<file path="src/rtl/ritc_input_aligner.sv">
// ritc_input_aligner: per-channel whole-sample word aligner with an offset-training FSM for the RITC deserializers
//   clk_i, rst_i        clock; asynchronous active-high reset
//   A_i, B_i, C_i       raw deserialized words
//   train_i             strobe: scan offsets on every channel until TRAIN_PATTERN is seen
//   offset_load_i       strobe: load offset_i {C,B,A} into every channel
//   A_o, B_o, C_o       registered aligned words
//   offset_o            current offsets {C,B,A}
//   locked_o, fail_o    per-channel training result {C,B,A}
//   busy_o              some channel is still settling or checking
module ritc_input_aligner #(
  parameter int                NBITS         = 48,
  parameter int                SBITS         = 3,
  parameter int                NSAMP         = 16,
  parameter int                OFF_BITS      = 4,
  parameter logic [NBITS-1:0]  TRAIN_PATTERN = 48'hB6DB6D_924924,
  parameter int                SETTLE        = 2,
  parameter int                LOCK_COUNT    = 8
) (
  input  logic                  clk_i,
  input  logic                  rst_i,
  input  logic [NBITS-1:0]      A_i,
  input  logic [NBITS-1:0]      B_i,
  input  logic [NBITS-1:0]      C_i,
  input  logic                  train_i,
  input  logic                  offset_load_i,
  input  logic [3*OFF_BITS-1:0] offset_i,
  output logic [NBITS-1:0]      A_o,
  output logic [NBITS-1:0]      B_o,
  output logic [NBITS-1:0]      C_o,
  output logic [3*OFF_BITS-1:0] offset_o,
  output logic [2:0]            locked_o,
  output logic [2:0]            fail_o,
  output logic                  busy_o
);
  typedef enum logic [2:0] {ST_IDLE, ST_SETTLE, ST_CHECK, ST_LOCKED, ST_FAIL} state_t;
  logic [3*NBITS-1:0] raw, aligned;
  logic [2:0]         busy;
  assign raw = {C_i, B_i, A_i};
  assign {C_o, B_o, A_o} = aligned;
  assign busy_o = |busy;
  for (genvar g = 0; g < 3; g++) begin : g_ch
    state_t              state;
    logic [NBITS-1:0]    in_w, prev, out;
    logic [2*NBITS-1:0]  cat;
    logic [OFF_BITS-1:0] off, ld;
    logic [7:0]          scnt, mcnt;
    logic                locked, failed, busy_r, accept;
    assign in_w = raw[g*NBITS +: NBITS];
    assign cat = {in_w, prev};
    assign ld = offset_i[g*OFF_BITS +: OFF_BITS];
    // strobes are honoured only while the channel is not in the middle of a scan
    assign accept = state inside {ST_IDLE, ST_LOCKED, ST_FAIL};
    assign aligned[g*NBITS +: NBITS] = out;
    assign offset_o[g*OFF_BITS +: OFF_BITS] = off;
    assign locked_o[g] = locked;
    assign fail_o[g] = failed;
    assign busy[g] = busy_r;
    always_ff @(posedge clk_i or posedge rst_i) begin
      if (rst_i) begin
        state  <= ST_IDLE;
        prev   <= '0;
        out    <= '0;
        off    <= '0;
        scnt   <= '0;
        mcnt   <= '0;
        locked <= 1'b0;
        failed <= 1'b0;
        busy_r <= 1'b0;
      end else begin
        prev   <= in_w;
        out    <= cat[int'(off)*SBITS +: NBITS];
        locked <= state == ST_LOCKED;
        failed <= state == ST_FAIL;
        busy_r <= state inside {ST_SETTLE, ST_CHECK};
        if (accept && train_i) begin
          off   <= '0;
          scnt  <= '0;
          state <= ST_SETTLE;
        end else if (accept && offset_load_i) begin
          off   <= ld;
          state <= ST_IDLE;
        end else if (state == ST_SETTLE) begin
          scnt <= scnt + 8'd1;
          if (scnt == 8'(SETTLE - 1)) begin
            mcnt  <= '0;
            state <= ST_CHECK;
          end
        end else if (state == ST_CHECK) begin
          if (out == TRAIN_PATTERN) begin
            mcnt <= mcnt + 8'd1;
            if (mcnt == 8'(LOCK_COUNT - 1)) state <= ST_LOCKED;
          end else if (off != OFF_BITS'(NSAMP - 1)) begin
            off   <= off + OFF_BITS'(1);
            scnt  <= '0;
            state <= ST_SETTLE;
          end else begin
            state <= ST_FAIL;
          end
        end
      end
    end
  end
endmodule
</file>
<file path="config.mk">
export PLATFORM = sky130hd
export DESIGN_NAME = ritc_input_aligner
export DESIGN_NICKNAME = d
export VERILOG_FILES = /design/src/rtl/ritc_input_aligner.sv
export SDC_FILE = /design/constraint.sdc
export NUM_CORES = 1
export LEC_CHECK = 0
export ABC_AREA = 1
export BUFFER_PORTS_ARGS = -buffer_cell sky130_fd_sc_hd__buf_2
export CORE_UTILIZATION = 35
export DETAILED_ROUTE_END_ITERATION = 8
export HOLD_SLACK_MARGIN = 0.05
export MAX_ROUTING_LAYER = met4
export PLACE_DENSITY_LB_ADDON = 0.25
export SLEW_MARGIN = 20
export SYNTH_ARGS = -nofsm -noshare
export SYNTH_HDL_FRONTEND = slang
export SYNTH_SLANG_ARGS = --single-unit
</file>
<file path="constraint.sdc">
create_clock -name clk_i -period 13.2 [get_ports clk_i]
set_input_delay 0.66 -clock clk_i [delete_from_list [all_inputs] [get_ports clk_i]]
set_output_delay 0.66 -clock clk_i [all_outputs]
set_load 0.01 [all_outputs]
</file>
== Word level (Yosys, flattened, before mapping) ==
Index checks and enable logic that the tools add are counted.
W data, S select, Z words.

* Register bits after elaboration: 366
* Output and inout port bits: 163
* Logic and storage cells: 211

* Add/sub/neg operators: 9
* Reduce and logical (&&, ||, !) cells: 46
* Multipliers: 3
* Multiplexer cells: 72
* Equality and inequality tests: 45
* Bitwise gates (word level): 6
* Shift-type cells: 3

{| class="wikitable"
|+ Operator list
! operator !! count
|-
| $shiftx A96 B7 Y48 || 3
|-
| $mux W8 || 30
|-
| $eq A48 B48 Y1 const B || 3
|-
| $mux W3 || 24
|-
| $mux W4 || 18
|-
| $add A8 B1 Y8 const B || 6
|-
| $reduce_bool A3 Y1 || 15
|-
| $eq A8 B1 Y1 const B || 3
|-
| $eq A8 B3 Y1 const B || 3
|-
| $reduce_and A4 Y1 || 6
|-
| $eq A3 B2 Y1 const B || 6
|-
| $mul A4 B2 Y6 const B || 3
|-
| $ne A3 B3 Y1 const B || 6
|-
| $ne A5 B4 Y1 const B || 3
|-
| $reduce_and A5 Y1 || 3
|-
| $add A4 B1 Y4 const B || 3
|-
| $ne A4 B1 Y1 const B || 3
|-
| $ne A4 B4 Y1 const B || 3
|-
| $reduce_bool A2 Y1 || 6
|-
| $reduce_bool A4 Y1 || 3
|-
| $eq A3 B1 Y1 const B || 3
|-
| $eq A3 B3 Y1 const B || 3
|-
| $logic_not A3 Y1 || 3
|-
| $ne A3 B1 Y1 const B || 3
|-
| other kinds (6) || 22
|}

== Logic depth before layout (Yosys ltp) ==
Gate-level depths: netlist of the first run.

* Depth in word-level cells: 7
* Mapped depth: 13

== Worst setup path before layout of the first run ==
No wires, ideal clock.

* Kind: flip-flop to flip-flop
* From: reg g_ch[1].off[0]
* To: reg g_ch[1].out[1] (netlist: B_o[1])
* Arrival time: 2,329 ps
* Path buffers: 3
* Stages on the path, launching flop included: 13
* Slack: 10,805 ps
* Cells stage by stage: dfrtp_1 > ha_1 > inv_1 > fa_1 > buf_2 > clkbuf_1 > clkbuf_1 > nand3_1 > nand3_1 > nand3_1 > nand2_1 > nand2_1 > nand2_1

* Word-level cells in the longest chain between the ends: 2

{| class="wikitable"
|+ Ends and longest elaborated chain
! item !! line !! RTL
|-
| from (decl) || 45 || <nowiki>logic [OFF_BITS-1:0] off, ld;</nowiki>
|-
| from (signal assigned) || 80 || <nowiki>off <= ld;</nowiki>
|-
| from (signal assigned) || 93 || <nowiki>off <= off + OFF_BITS'(1);</nowiki>
|-
| $mul A4 B2 Y6 || 71 || <nowiki>out <= cat[int'(off)*SBITS +: NBITS];</nowiki>
|-
| $shiftx A96 B7 Y48 || 71 ||
|-
| to (signal assigned) || 71 ||
|-
| to (decl) || 43 || <nowiki>logic [NBITS-1:0] in_w, prev, out;</nowiki>
|}

No other way between the ends.
A chain may end at the register's enable or synchronous reset.

== Worst setup path after layout of the first run ==
* From: reg g_ch[2].off[0]
* To: reg g_ch[2].out[18] (netlist: C_o[18])

* Word-level cells in the longest chain between the ends: 2

{| class="wikitable"
|+ Ends and longest elaborated chain
! item !! line
|-
| from (decl) || 45
|-
| from (signal assigned) || 80
|-
| from (signal assigned) || 93
|-
| $mul A4 B2 Y6 || 71
|-
| $shiftx A96 B7 Y48 || 71
|-
| to (signal assigned) || 71
|-
| to (decl) || 43
|}

No other way between the ends.

==> results of run 1 <==
-- through the flow --
step | std cells | instance area (µm²) | hold slack, ns
floorplan | 5052 | 30770 | 0.4588
global placement | 6223 | 32840 | 0.4764
detailed placement | 6223 | 32840 | 0.4863
CTS | 6311 | 34560 | 0.09760
global route | 6320 | 34580 | 0.1090
finish | 6320 | 34580 | 0.1377
-- path summary, 6_finish.rpt --
check / startpoint / endpoint / slack, ns / cells past startpoint
max: g_ch[2].off[0]$_DFFE_PP0P_ / C_o[18]$_DFF_PP0_ / 8.73 / 12
max in group asynchronous: rst_i / g_ch[2].off[0]$_DFFE_PP0P_ / 10.88 / 4
min: rst_i / g_ch[0].off[2]$_DFFE_PP0P_ / 0.14 / 2
max reg2reg: g_ch[2].off[0]$_DFFE_PP0P_ / C_o[18]$_DFF_PP0_ / 8.73 / 12
min in group clk_i: B_i[10] / g_ch[1].prev[10]$_DFF_PP0_ / 0.14 / 1
min reg2reg: g_ch[2].state[2]$_DFFE_PP0P_ / g_ch[2].state[2]$_DFFE_PP0P_ / 0.50 / 2
-- logic make-up after synthesis --
logic type | count (synthesis) | synth area share, %
fa+ha+maj | 27 | 1.171
flops | 366 | 29.76
compound gates | 489 | 10.05
xor+xnor | 25 | 0.8579
buf+inv | 669 | 8.770
simple gates | 3476 | 49.39
-- area by class of cell --
type / count / area share, %
multi-input cells: 4017 / 55.19
flip-flops and latches: 366 / 26.52
repair buffers: 364 / 5.572
well taps: 1155 / 4.179
clock buffers: 56 / 3.614
inverters: 321 / 3.513
clock inverters: 32 / 1.350
diodes: 9 / 0.06513
-- cells in the final DEF (no fill, tap or decap), drive strengths merged, types with 18 or more instances in the layout --
master	count
nand4	21
nor2	122
or2	80
clkinv	19
nand3	1421
nand2	1791
o211ai	242
o21ai	223
dfrtp	366
buf	364
xor2	18
inv	321
ha	24
clkbuf	56
-- routing by layer --
| metal | GRT usage, % | up-vias | wire, µm |
|---|---|---|---|
| met1 | 40.98 | 16590 | 57030 |
| met4 | 11.48 | 0 | 5663 |
| li1 | - | 17030 | - |
| met5 | - | - | 0 |
| met3 | 5.293 | 288 | 12330 |
| met2 | 43.24 | 1838 | 56900 |
-- cell usage after synthesis (all sizes together), types with 3 or more instances --
library cell  number  area, µm²
nor2             122      465.5
o211ai           242       1817
buf              183      874.6
clkbuf           165      619.3
xor2              18      180.2
nor3b              6      45.04
or2               80      500.5
nor3              16      80.08
dfrtp            366       9159
fa                 3      60.06
nand2           1791       6723
o21ai            223       1120
xnor2              7      83.83
nand3           1421       7117
inv              320       1201
o22ai              3      18.77
nand3b            16      120.1
nand4             21      131.4
a21oi             15      82.58
ha                24      300.3
-- registers in the layout (all words and copies together), names as in the netlist --
name and flops:
B_o 48, C_o 48, g_ch.locked 3, g_ch.state 9, g_ch.scnt 24, g_ch.busy_r 3
g_ch.failed 3, g_ch.prev 144, A_o 48, g_ch.mcnt 24, g_ch.off 12
==> summary.txt, run 1 <==
Routing
  – DR vias: 35,740
  – WL/cell: 20.87 µm
  – Final routed DRC violation total: 0
  – Routed Antenna Nets: 0
  – DRT Pass-1 Iters: 6
  – Drt first-iter violations: 4,879
  – DR vias/cell: 5.655
  – Drt total wl: 131.9 mm

Yosys
  – Post-synthesis cell count: 5,052
  – Cell variety after synth: 38
  – Sequential area share after synthesis: 29.76%
  – Async SR Flop Fraction: 100.0%
  – Syn avg cell area: 6.092 µm²
  – Mapped Area: 0.03077 mm²
  – Number of flops mapped to enable cells by yosys: 0
  – Post-synth net total: 5,239
  – Synth Register Bits: 366
  – Dominant synthesized flop cell: dfrtp_1
  – Synth warn: 0

Job
  – Max cap viols: 0

Clock tree
  – Post-CTS setup buffers: 0
  – H-tree levels: 2
  – Max Root-Sink Buffers: 3
  – PostCTS Resize Cnt: 0
  – Clk Latency, worst-skew pair: 0.65 ns
  – Clk Tree Root Cell: clkbuf_16
  – Hold Buf Count CTS: 0
  – CTS Buf Count: 47
  – Clock Pin Slew Worst Setup and Hold Paths: 0.06 ns
  – CTS tree: built
  – CTS sink cnt: 366

Place
  – Final HPWL DP: 98.87 mm
  – Dpl ws: 8.901 ns
  – RePlAce Congestion: 1.041
  – Quantity of I/O buffers inserted on ports: 322

Finish
  – Sequential Area: 0.009170 mm²
  – Nets: 5,304
  – Layout cell share with drive strength beyond 1: 11.07%
  – Fillers: 9,480
  – Footprint of the multi-input gates: 0.01909 mm²
  – Final cell utilization of the core: 39.80%
  – Area grow syn2layout: 12.37%

Critical path
  – CP arrival: 5.00 ns
  – CP bufs+invs: 4
  – Largest stage delay, worst path: 0.81 ns
  – WP data required: 13.73 ns
  – Startpoint types: register
  – CP Capture Type: register
  – CP max-delay cell: dfrtp_4
  – Critical path cell sequence: ha_2 > inv_1 > fa_2 > buf_4 > inv_2 > buf_4 > nand3_1 > nand3_1 > nand2_1 > nand2_1 > nand3_1 > nand2_1
  – Max FO, Critical Path: 95
  – Top delay family on crit path: buffers and inverters
  – CP Class: reg2reg

STA
  – Min Tclk post-route: 4.468 ns
  – Setup violators final: 0
  – Worst Tran Pin Value: 1.101 ns
  – Max Slew Vio Count: 0
  – Final Skew: 0.01431 ns
  – Final hold vios: 0
  – Peak Freq: 223.8 MHz
  – RSZ-0062 raised after global routing: false
  – Final WS setup: 8.732 ns
  – Final Cycle Share: 33.85%
  – Setup TNS: 0 ns
  – Slew HR: 26.60%

Floorplanning
  – CORE AREA: 0.08689 mm²
  – Starting density of the core: 35.42%
  – Die height: 298.5 µm
  – # rows: 108
  – Full die area: 0.08912 mm²
  – Die width: 298.5 µm
  – # IOs: 323

Global route
  – GRT Total Usage: 29.81%
  – Vias in the first global route: 31,760
  – Largest net degree at the start of global routing: 121
  – GRT Residual Overflow: 0
  – Initial antenna violation count: 11
  – First-pass GRT wire length: 198.9 mm

Worst hold path
  – Type of the most critical hold path: in2async

Status
  – Status: complete, no violations
Power of run 1 is left out: the tool's default activity adds up to more than one toggle a clock period on the data nets, which glitch-free logic cannot reach.
==> run 2: changes to the inputs <==
Clock period 13.2 ns to 4.1 ns, I/O delays scaled along.
==> summary.txt, run 2 (synthesis gave the netlist of run 1 again) <==
STA
  – Min Tclk post-route: 3.170 ns
  – Worst Tran Pin Value: 1.118 ns
  – Setup violators final: 0
  – Setup TNS: 0 ns
  – Final Cycle Share: 77.31%
  – Final Skew: 0.02382 ns
  – Slew HR: 25.34%
  – Peak Freq: 315.5 MHz
  – Final WS setup: 0.9302 ns
  – RSZ-0062 raised after global routing: false
  – Final hold vios: 0
  – Max Slew Vio Count: 0

Global route
  – Largest net degree at the start of global routing: 200
  – GRT Residual Overflow: 0
  – GRT Total Usage: 31.32%
  – Vias in the first global route: 33,530
  – Initial antenna violation count: 3
  – First-pass GRT wire length: 209.1 mm

Clock tree
  – Clock Pin Slew Worst Setup and Hold Paths: 0.06 ns
  – Post-CTS setup buffers: 0
  – Max Root-Sink Buffers: 3
  – CTS sink cnt: 366
  – H-tree levels: 2
  – Clk Tree Root Cell: clkbuf_16
  – CTS Buf Count: 46
  – CTS tree: built
  – Clk Latency, worst-skew pair: 0.61 ns

Worst hold path
  – Endpoint, Worst Hold: g_ch[0].state[0]$_DFFE_PP0P_
  – Hold_sp: offset_load_i
  – Type of the most critical hold path: in2reg
  – Hold depth: 4

Critical path
  – Worst reg2reg path depth: 10
  – WP data required: 4.57 ns
  – Worst reg2reg setup slack: 0.93 ns
  – Reg-to-Reg Start: g_ch[1].off[0]$_DFFE_PP0P_
  – RR Endpoint: B_o[5]$_DFF_PP0_
  – CP arrival: 3.64 ns
  – Startpoint types: register
  – CP Capture Type: register
  – Max FO, Critical Path: 89
  – CP Class: reg2reg

Floorplanning
  – Full die area: 0.08912 mm²
  – Starting density of the core: 35.42%
  – # rows: 108
  – CORE AREA: 0.08689 mm²
  – # IOs: 323
  – Die width: 298.5 µm
  – Die height: 298.5 µm

Routing
  – Drt total wl: 137.7 mm
  – WL/cell: 21.19 µm
  – DR vias/cell: 5.634
  – Final routed DRC violation total: 0
  – Routed Antenna Nets: 0
  – Drt first-iter violations: 5,005
  – DR vias: 36,590
  – DRT Pass-1 Iters: 9

Place
  – Dpl ws: 1.053 ns
  – Quantity of I/O buffers inserted on ports: 322
  – Final HPWL DP: 104.8 mm
  – RePlAce Congestion: 1.021

Status
  – Status: complete, no violations

Finish
  – Top reg by flops: g_ch.prev
  – Commonest non-fill, non-tap cell in the layout: nand2_1
  – Area grow syn2layout: 19.02%
  – Layout cell share with drive strength beyond 1: 11.13%
  – Largest register FFs: 144
  – Final cell utilization of the core: 42.16%
  – Most frequent cells in the layout: nand2_1, nand3_1, dfrtp_1
  – Nets: 5,487

Job
  – Max cap viols: 0
## run 2: metal layers
metal  up-vias  track usage, %  share of wire, %
li1      17360               -                 -
met1     17120           43.21                44
met2      1848           45.99                43
met3       266           5.264               8.8
met4         0           10.87               4.0
met5         -               -                 0
## run 2: timing repair
item	4_1_cts	5_1_grt
hold endpoints to repair	178	0
resized for setup	0	0
hold buffers	157	0
## run 2: cell type report
cell class              count  area [µm²]
multi-input cells        4017       19090
fillers                  9347       50260
clock inverters            28       456.7
well taps                1155        1445
inverters                 321        1209
flip-flops and latches    366        9170
repair buffers            548        4001
clock buffers              57        1254
diodes                      3       7.507
## run 2: worst max-delay path, cell delays in order (launching register included)
cell	delay, ns
dfrtp_4	0.48
ha_2	0.24
inv_1	0.06
fa_2	0.39
xnor2_4	0.17
buf_4	0.81
nand3_1	0.36
nand2_1	0.23
nand2_1	0.09
nand3_1	0.09
nand2_1	0.07
## run 2: how the worst max path moves through the flow
stage	slack, ns	from	to	depth (start not counted)
floorplan	-1.02	rst_i	A_o[0]$_DFF_PP0_	1
global placement	1.03	g_ch[1].off[0]$_DFFE_PP0P_	B_o[21]$_DFF_PP0_	10
global route	0.84	g_ch[1].off[0]$_DFFE_PP0P_	B_o[5]$_DFF_PP0_	10
detailed placement	1.05	g_ch[1].off[0]$_DFFE_PP0P_	B_o[21]$_DFF_PP0_	10
finish	0.93	g_ch[1].off[0]$_DFFE_PP0P_	B_o[5]$_DFF_PP0_	10
CTS	1.03	g_ch[1].off[0]$_DFFE_PP0P_	B_o[21]$_DFF_PP0_	10
## run 2: metrics by stage
step                      instances  hold slack (ns)  cell area [µm²]
after floorplan                5052           0.2364            30780
after global placement         6250           0.3263            33340
after detailed placement       6250           0.3285            33340
after CTS                      6492           0.1379            36620
after global routing           6495           0.1869            36630
final                          6495           0.1700            36630
Power of run 2 is left out for the same reason.
